--- config.mk ---
export PLATFORM = sky130hd
export DESIGN_NAME = matrix_feeder
export DESIGN_NICKNAME = d
export VERILOG_FILES = /design/src/rtl/matrix_feeder.sv
export SDC_FILE = /design/constraint.sdc
export NUM_CORES = 1
export LEC_CHECK = 0
export CORE_MARGIN = 2
export CORE_UTILIZATION = 40
export CTS_CLUSTER_DIAMETER = 100
export DETAILED_ROUTE_END_ITERATION = 12
export GPL_TIMING_DRIVEN = 0
export SLEW_MARGIN = 20
export SYNTH_ARGS = -nofsm -noshare
export SYNTH_HDL_FRONTEND = slang
export SYNTH_SLANG_ARGS = --single-unit
--- constraint.sdc ---
create_clock -name clk -period 2.3 [get_ports clk]
set_input_delay 0.46 -clock clk [delete_from_list [all_inputs] [get_ports clk]]
set_output_delay 0.46 -clock clk [all_outputs]
set_load 0.01 [all_outputs]
--- src/rtl/matrix_feeder.sv ---
// matrix_feeder: host-loaded 16 x 8-bit operand buffer streamed to a processing
// unit, followed by a wait for its completion flag and capture of its result.
//
// Optional feature: define MATRIX_FEEDER_TIMEOUT_EN to compile in a 256-cycle
// WAIT watchdog that sets a sticky error flag and abandons the transfer.
//
// Ports
//   clk        rising-edge clock
//   reset      synchronous active-low reset
//   wr_en      buffer write strobe (accepted in IDLE only)
//   wr_addr    buffer write address 0..15
//   wr_data    buffer write data
//   start      stream request (accepted in IDLE only)
//   finished   completion flag from the processing unit (accepted in WAIT only)
//   result_in  result byte from the processing unit
//   data_out   operand byte, 8'h00 outside STREAM
//   trigger    operand-valid strobe, high for the 16 STREAM cycles
//   result_q   captured result
//   busy       high whenever the FSM is not in IDLE
//   done       one-cycle completion pulse
//   error      sticky watchdog timeout flag (0 when the watchdog is compiled out)
module matrix_feeder (
   input  logic       clk,
   input  logic       reset,
   input  logic       wr_en,
   input  logic [3:0] wr_addr,
   input  logic [7:0] wr_data,
   input  logic       start,
   input  logic       finished,
   input  logic [7:0] result_in,
   output logic [7:0] data_out,
   output logic       trigger,
   output logic [7:0] result_q,
   output logic       busy,
   output logic       done,
   output logic       error
);

   localparam int unsigned DW    = 8;
   localparam int unsigned AW    = 4;
   localparam int unsigned DEPTH = 16;

   typedef enum logic [1:0] {IDLE, STREAM, WAIT, DONE} state_t;

   state_t          state;
   state_t          state_nx;
   logic [AW-1:0]   idx;
   logic [AW-1:0]   idx_nx;
   logic [DW-1:0]   mem [DEPTH];
   logic [DW-1:0]   rd_data_c;
   logic [DW-1:0]   data_nx;
   logic            wr_ok;
   logic            capture;
   logic            timeout_c;

`ifdef MATRIX_FEEDER_TIMEOUT_EN
   localparam int unsigned TW = 8;

   logic [TW-1:0] tmo_cnt;

   // Watchdog counter: held at zero outside WAIT so it starts from 0 on entry.
   always_ff @(posedge clk) begin
      if (!reset)             tmo_cnt <= '0;
      else if (state != WAIT) tmo_cnt <= '0;
      else                    tmo_cnt <= tmo_cnt + TW'(1);
   end

   // Last of 256 WAIT cycles is the one where the counter reads all-ones.
   assign timeout_c = (tmo_cnt == {TW{1'b1}});

   // Sticky error: set on timeout, cleared by reset or an accepted start.
   always_ff @(posedge clk) begin
      if (!reset)                                    error <= 1'b0;
      else if (state == IDLE && start)               error <= 1'b0;
      else if (state == WAIT && !finished && timeout_c) error <= 1'b1;
   end
`else
   assign timeout_c = 1'b0;
   assign error     = 1'b0;
`endif

   // Next-state and buffer/result control.
   always_comb begin
      state_nx = state;
      idx_nx   = idx;
      wr_ok    = 1'b0;
      capture  = 1'b0;
      case (state)
         IDLE: begin
            wr_ok = wr_en;
            if (start) begin
               state_nx = STREAM;
               idx_nx   = '0;
            end
         end
         STREAM: begin
            idx_nx = idx + AW'(1);
            if (idx == AW'(DEPTH - 1)) state_nx = WAIT;
         end
         WAIT: begin
            if (finished) begin
               capture  = 1'b1;
               state_nx = DONE;
            end else if (timeout_c) begin
               state_nx = IDLE;
            end
         end
         DONE: state_nx = IDLE;
         default: state_nx = IDLE;
      endcase
   end

   // Operand for the next cycle; a write coinciding with start is forwarded
   // so the first streamed byte already reflects it.
   always_comb begin
      rd_data_c = mem[idx_nx];
      if (wr_ok && (wr_addr == idx_nx)) rd_data_c = wr_data;
      data_nx = (state_nx == STREAM) ? rd_data_c : '0;
   end

   // State, buffer and registered outputs.
   always_ff @(posedge clk) begin
      if (!reset) begin
         state    <= IDLE;
         idx      <= '0;
         for (int unsigned i = 0; i < DEPTH; i++) mem[i] <= '0;
         result_q <= '0;
         data_out <= '0;
         trigger  <= 1'b0;
         busy     <= 1'b0;
         done     <= 1'b0;
      end else begin
         state    <= state_nx;
         idx      <= idx_nx;
         if (wr_ok)   mem[wr_addr] <= wr_data;
         if (capture) result_q     <= result_in;
         data_out <= data_nx;
         trigger  <= (state_nx == STREAM);
         busy     <= (state_nx != IDLE);
         done     <= (state_nx == DONE);
      end
   end

endmodule

# After elaboration in Yosys (flattened, before gate mapping)
# Memories as Yosys holds them, arrays and structs flattened. A register that Yosys moved wholly into a read port is not among the register bits.
# Cells that the tools add are included.
word_totals:
  reg_bits: 17
  ramBits: 128
  in_bits: 25
  output_inout_bits: 20
  elab_cells: 35
  mem_count: 1
memory_table:
  columns: ["memory", "depth", "word_bits", "read_ports", "rd_clocked_by_memory_dff", "write_ports", "line", "text"]
  rows:
  - ["mem", 16, 8, 1, 1, 16, "49", "logic [DW-1:0] mem [DEPTH];"]
op_classes:
  n_addsub: 1
  eq_ne: 6
  muxes: 16
  n_reduce_logical: 5
op_table:
  columns: ["op", "count"]
  rows:
  - ["$mux W1", 8]
  - ["$mux W4", 2]
  - ["$mux W8", 1]
  - ["$pmux W2 S4", 1]
  - ["$pmux W4 S2", 1]
  - ["$reduce_or A8 Y1", 1]
  - ["$eq A2 B2 Y1 const B", 3]
  - ["$mux W2", 3]
  - ["$add A4 B1 Y4 const B", 1]
  - ["$eq A2 B1 Y1 const B", 2]
  - ["$eq A4 B4 Y1 const B", 1]
  - ["$logic_not A2 Y1", 1]
  - ["$reduce_and A2 Y1", 1]
  - ["$reduce_bool A2 Y1", 1]
  - ["$logic_not A1 Y1", 1]

# Depth between registers and ports, before layout
logic_depth:
  ltp_word: 7
  depth_mapped: 12
  mapped_depth_nobuf: 8

# Worst setup path after synthesis
# OpenSTA, ideal clock, no wires.
synth_timing:
  path_type: "input port to flip-flop"
  startpoint: "input port start"
  endpoint: "register data_out[3], read port of mem"
  setup_time_ns: 0.122
  t_arrival_ns: 2.123
  required_ns: 2.178
  slack_ns: 0.056
  path_stages: 10
  n_path_buf: 3
  cell_sequence: "buf_2 o21bai_1 a22o_1 buf_6 buf_12 mux4_2 nor2_1 a2111oi_0 o32ai_1 o21ai_1"
synth_between:
  elab_chain_len: 5
  word_cells_on_any_way: 7
  cone_classes: "1 x eq/ne; 4 x mux; 2 x reduce/logical"
synth_rtl:
  columns: ["element", "line", "text"]
  rows:
  - ["start: declaration", "28", "input logic start,"]
  - ["$mux W2", "91", "if (start) begin"]
  - ["$pmux W2 S4", "88", "case (state)"]
  - ["$eq A2 B1 Y1", "118", "data_nx = (state_nx == STREAM) ? rd_data_c : '0;"]
  - ["$reduce_and A2 Y1 (no source line)", null, null]
  - ["$logic_not A1 Y1 (no source line)", null, null]
  - ["end: declaration", "31", "output logic [7:0] data_out,"]
# Several ways; a longest one is shown, not always the timed one.
# A chain may end at the register's enable or synchronous reset.

==> run_results.csv <==
group,metric,value,unit
run_status,status,"complete, but fails checks",
run_status,violations,"setup timing",
synth,synth_fa_ha_area_frac,0.00147,
global_routing,grt_overflow_total,0,
global_routing,grt_max_degree,17,
synth,ys_types,55,
worst_setup_path,setup.worst_path.start_class,"input pin",
timing,max_freq,404,MHz
synth,synth-seq-cells,153,
timing,fin_skew,8.41,ps
clocking,clock-sinks,153,
synth,synth.avg_cell_area,11.0,sq um
synth,synth_compound_area_frac,0.157,
timing,finalHoldViolations,0,
timing,setup_ws,-172,ps
cells_and_area,drive_gt1_frac,0.231,
synth,synth-simple-area-share,0.160,
place,pre_cts_slack,-1240,ps
timing,slew_headroom,0.406,
synth,netlist_area,8540,sq um
cells_and_area,nets,873,
clocking,holdBufCountCts,0,
synth,synth_edf_count,128,
clocking,clk_latency,430,ps
worst_setup_path,endpoint_kind,"flop",
global_routing,antenna_found_initial,1,
worst_setup_path,max_stage_delay,800,ps
flow_run,cap_violations,0,
timing,rsz0062_at_grt,"true",
drt,vias_per_cell,6.11,
cells_and_area,layout_commonest_cell,"and2_1",
power,power_density,670,nW/um^2
worst_setup_path,cp_max_fo,8,
clocking,clk_pin_slew,60,ps
timing,post-route-period-util,1.07,
cells_and_area,layout_common_cells,"130 x and2_1, 128 x edfxtp_1, 50 x mux2i_1, 46 x nor2_1, 45 x a21oi_1",
synth,yosys_warnings,0,
synth,ys_async_sr_fraction,0,
drt,route.vias.total,6940,
min_path,hold_class,"reg2reg",
synth,synth_nets,800,
synth,yosysSeqAreaShare,0.509,
drt,ant_nets,0,
synth,syn_inst,774,
synth,synth_top_area_frac,0.450,
drt,route.detailed.drc,0,
die,row_count,53,
global_routing,grt_usage,0.259,
die,die_h,150,um
power,vdd_drop_max,0.529,mV
timing,slew_viol_final,0,
die,ios,45,
die,coreArea,21000,sq um
cells_and_area,syn_to_final_growth,23.7,%
drt,routedWlPerCell,25.2,um
global_routing,grt_pass1_vias,6718,
place,portBuffers,40,
place,dp_cells,1089,
clocking,cts_tree,"built",
synth,synth_top_family_by_area,"simple AND/OR/NAND/NOR gates",
timing,setup_viol,39,
timing,worstMarginPinSlew,891,ps
clocking,htree_num_levels,4,
synth,ys_top_cells_by_area,"edfxtp_1 45%, and2_1 9.5%, mux2i_1 6.2%",
die,fp.dieW,150,um
drt,firstDrtPassIters,7,
die,die_area,22500,sq um
clocking,cts_buffers,17,
worst_setup_path,slowest_stage,"o21ai_1",
timing,fin_crit,2470,ps
place,gp_congestion,0.946,
synth,synth_xor_area_frac,0.00308,
power,p_leak,0.00376,uW
drt,drt_iter0_markers,852,
worst_setup_path,arrival,2520,ps
die,initial_utilization,0.407,
place,hpwl,19300,um
worst_setup_path,path_class,"in2reg",
synth,synthMuxAreaShare,0.129,
cells_and_area,fin_util,0.504,
global_routing,grt_pass1_wl,41800,um
synth,yosys.area.top_type,"edfxtp_1",
cells_and_area,instances_no_fill,1136,
clocking,clock_path_buffers,2,
clocking,clockRootBuffer,"clkbuf_16",
synth,synth-main-ff-cell,"edfxtp_1",
worst_setup_path,cp_data_required_time,2350,ps
worst_setup_path,worstPathCellList,"clkbuf_1 -> nand2b_1 -> o21ai_1",
drt,wirelength,28700,um
## stage by stage
step           total power [uW]  setup TNS, ps  hold WS [ps]  cell area (sq um)
5_1_grt                    7250          -7730           523              10600
4_1_cts                    7030           -548           502              10300
3_3_place_gp               4120        -149490           474               9280
6_report                   7070          -4480           495              10600
3_5_place_dp               4120        -138480           489               9280
2_1_floorplan              3770              0           535               8540
## worst paths after layout
check / from / to / slack (ps) / depth (start not counted)
max: wr_addr[1] / mem[6][0]$_SDFFCE_PN0P_ / -170 / 3
min: result_q[4]$_SDFFE_PN0P_ / result_q[4]$_SDFFE_PN0P_ / 500 / 2
max reg2reg: state[0]$_SDFF_PN0_ / data_out[0]$_SDFF_PN0_ / -80 / 11
min reg2reg: result_q[4]$_SDFFE_PN0P_ / result_q[4]$_SDFFE_PN0P_ / 500 / 2
## worst max-delay path, delay by kind of cell
kind | cells | cell delay [ps]
and+or+nand+nor | 1 | 620
AOI/OAI and AO/OA | 1 | 800
buffers and inverters | 1 | 640
## cell usage after synthesis, drive strengths merged, types with 2 or more instances
cell / count
dfxtp: 25
mux4: 10
o2111ai: 5
and2: 130
nor3: 8
o22a: 3
nand4: 3
a211o: 4
mux2i: 53
mux2: 31
o221ai: 3
and3: 6
o21ai: 31
a21o: 2
a21oi: 48
o22ai: 20
o32ai: 12
nand3: 9
a311oi: 23
edfxtp: 128
nor2: 49
a211oi: 23
a31oi: 9
buf: 27
nand2: 23
clkbuf: 42
inv: 6
xnor2: 2
nand2b: 13
a22o: 2
a2111oi: 7
## cell type report
cell class                 count  area (sq um)
sequential                   153          4350
multi-input combinational    546          4270
clock buffer                  23           478
inverter                       6          22.5
buffer                        66           435
tap                          275           344
fill                        1923         10400
antenna                        1          2.50
timing repair buffer          57           538
clock inverter                 9           115
## cell families after synthesis
family | after synthesis
and+or+nand+nor | 248
AOI/OAI and AO/OA | 199
DFF | 153
muxes | 94
buffers and inverters | 75
xor gates and xnor gates | 3
adders and majority gates | 1
other | 1
## power by group
group	switching, uW	internal (uW)
Sequential	63.1	3100
Clock	1140	1690
Combinational	645	434
Total	1850	5230
## per-layer routing
layer | vias up | track usage | share of wire
li1 | 3087 | - | -
met1 | 3368 | 0.342 | 0.41
met2 | 398 | 0.407 | 0.46
met3 | 87 | 0.0548 | 0.082
met4 | 0 | 0.123 | 0.048
met5 | - | 0 | 0
## sequential cells by signal, indices dropped and copies added, names as in the netlist
signal    count
mem         128
idx           4
busy          1
state         2
trigger       1
result_q      8
done          1
data_out      8
## what timing repair did
action	in CTS	in global routing
setup buffers	7	9
setup endpoints to repair	162	119
gates resized for setup	131	37
gates cloned	0	1
pin swaps	9	6
No activity file was read; power rests on OpenSTA's default activity.
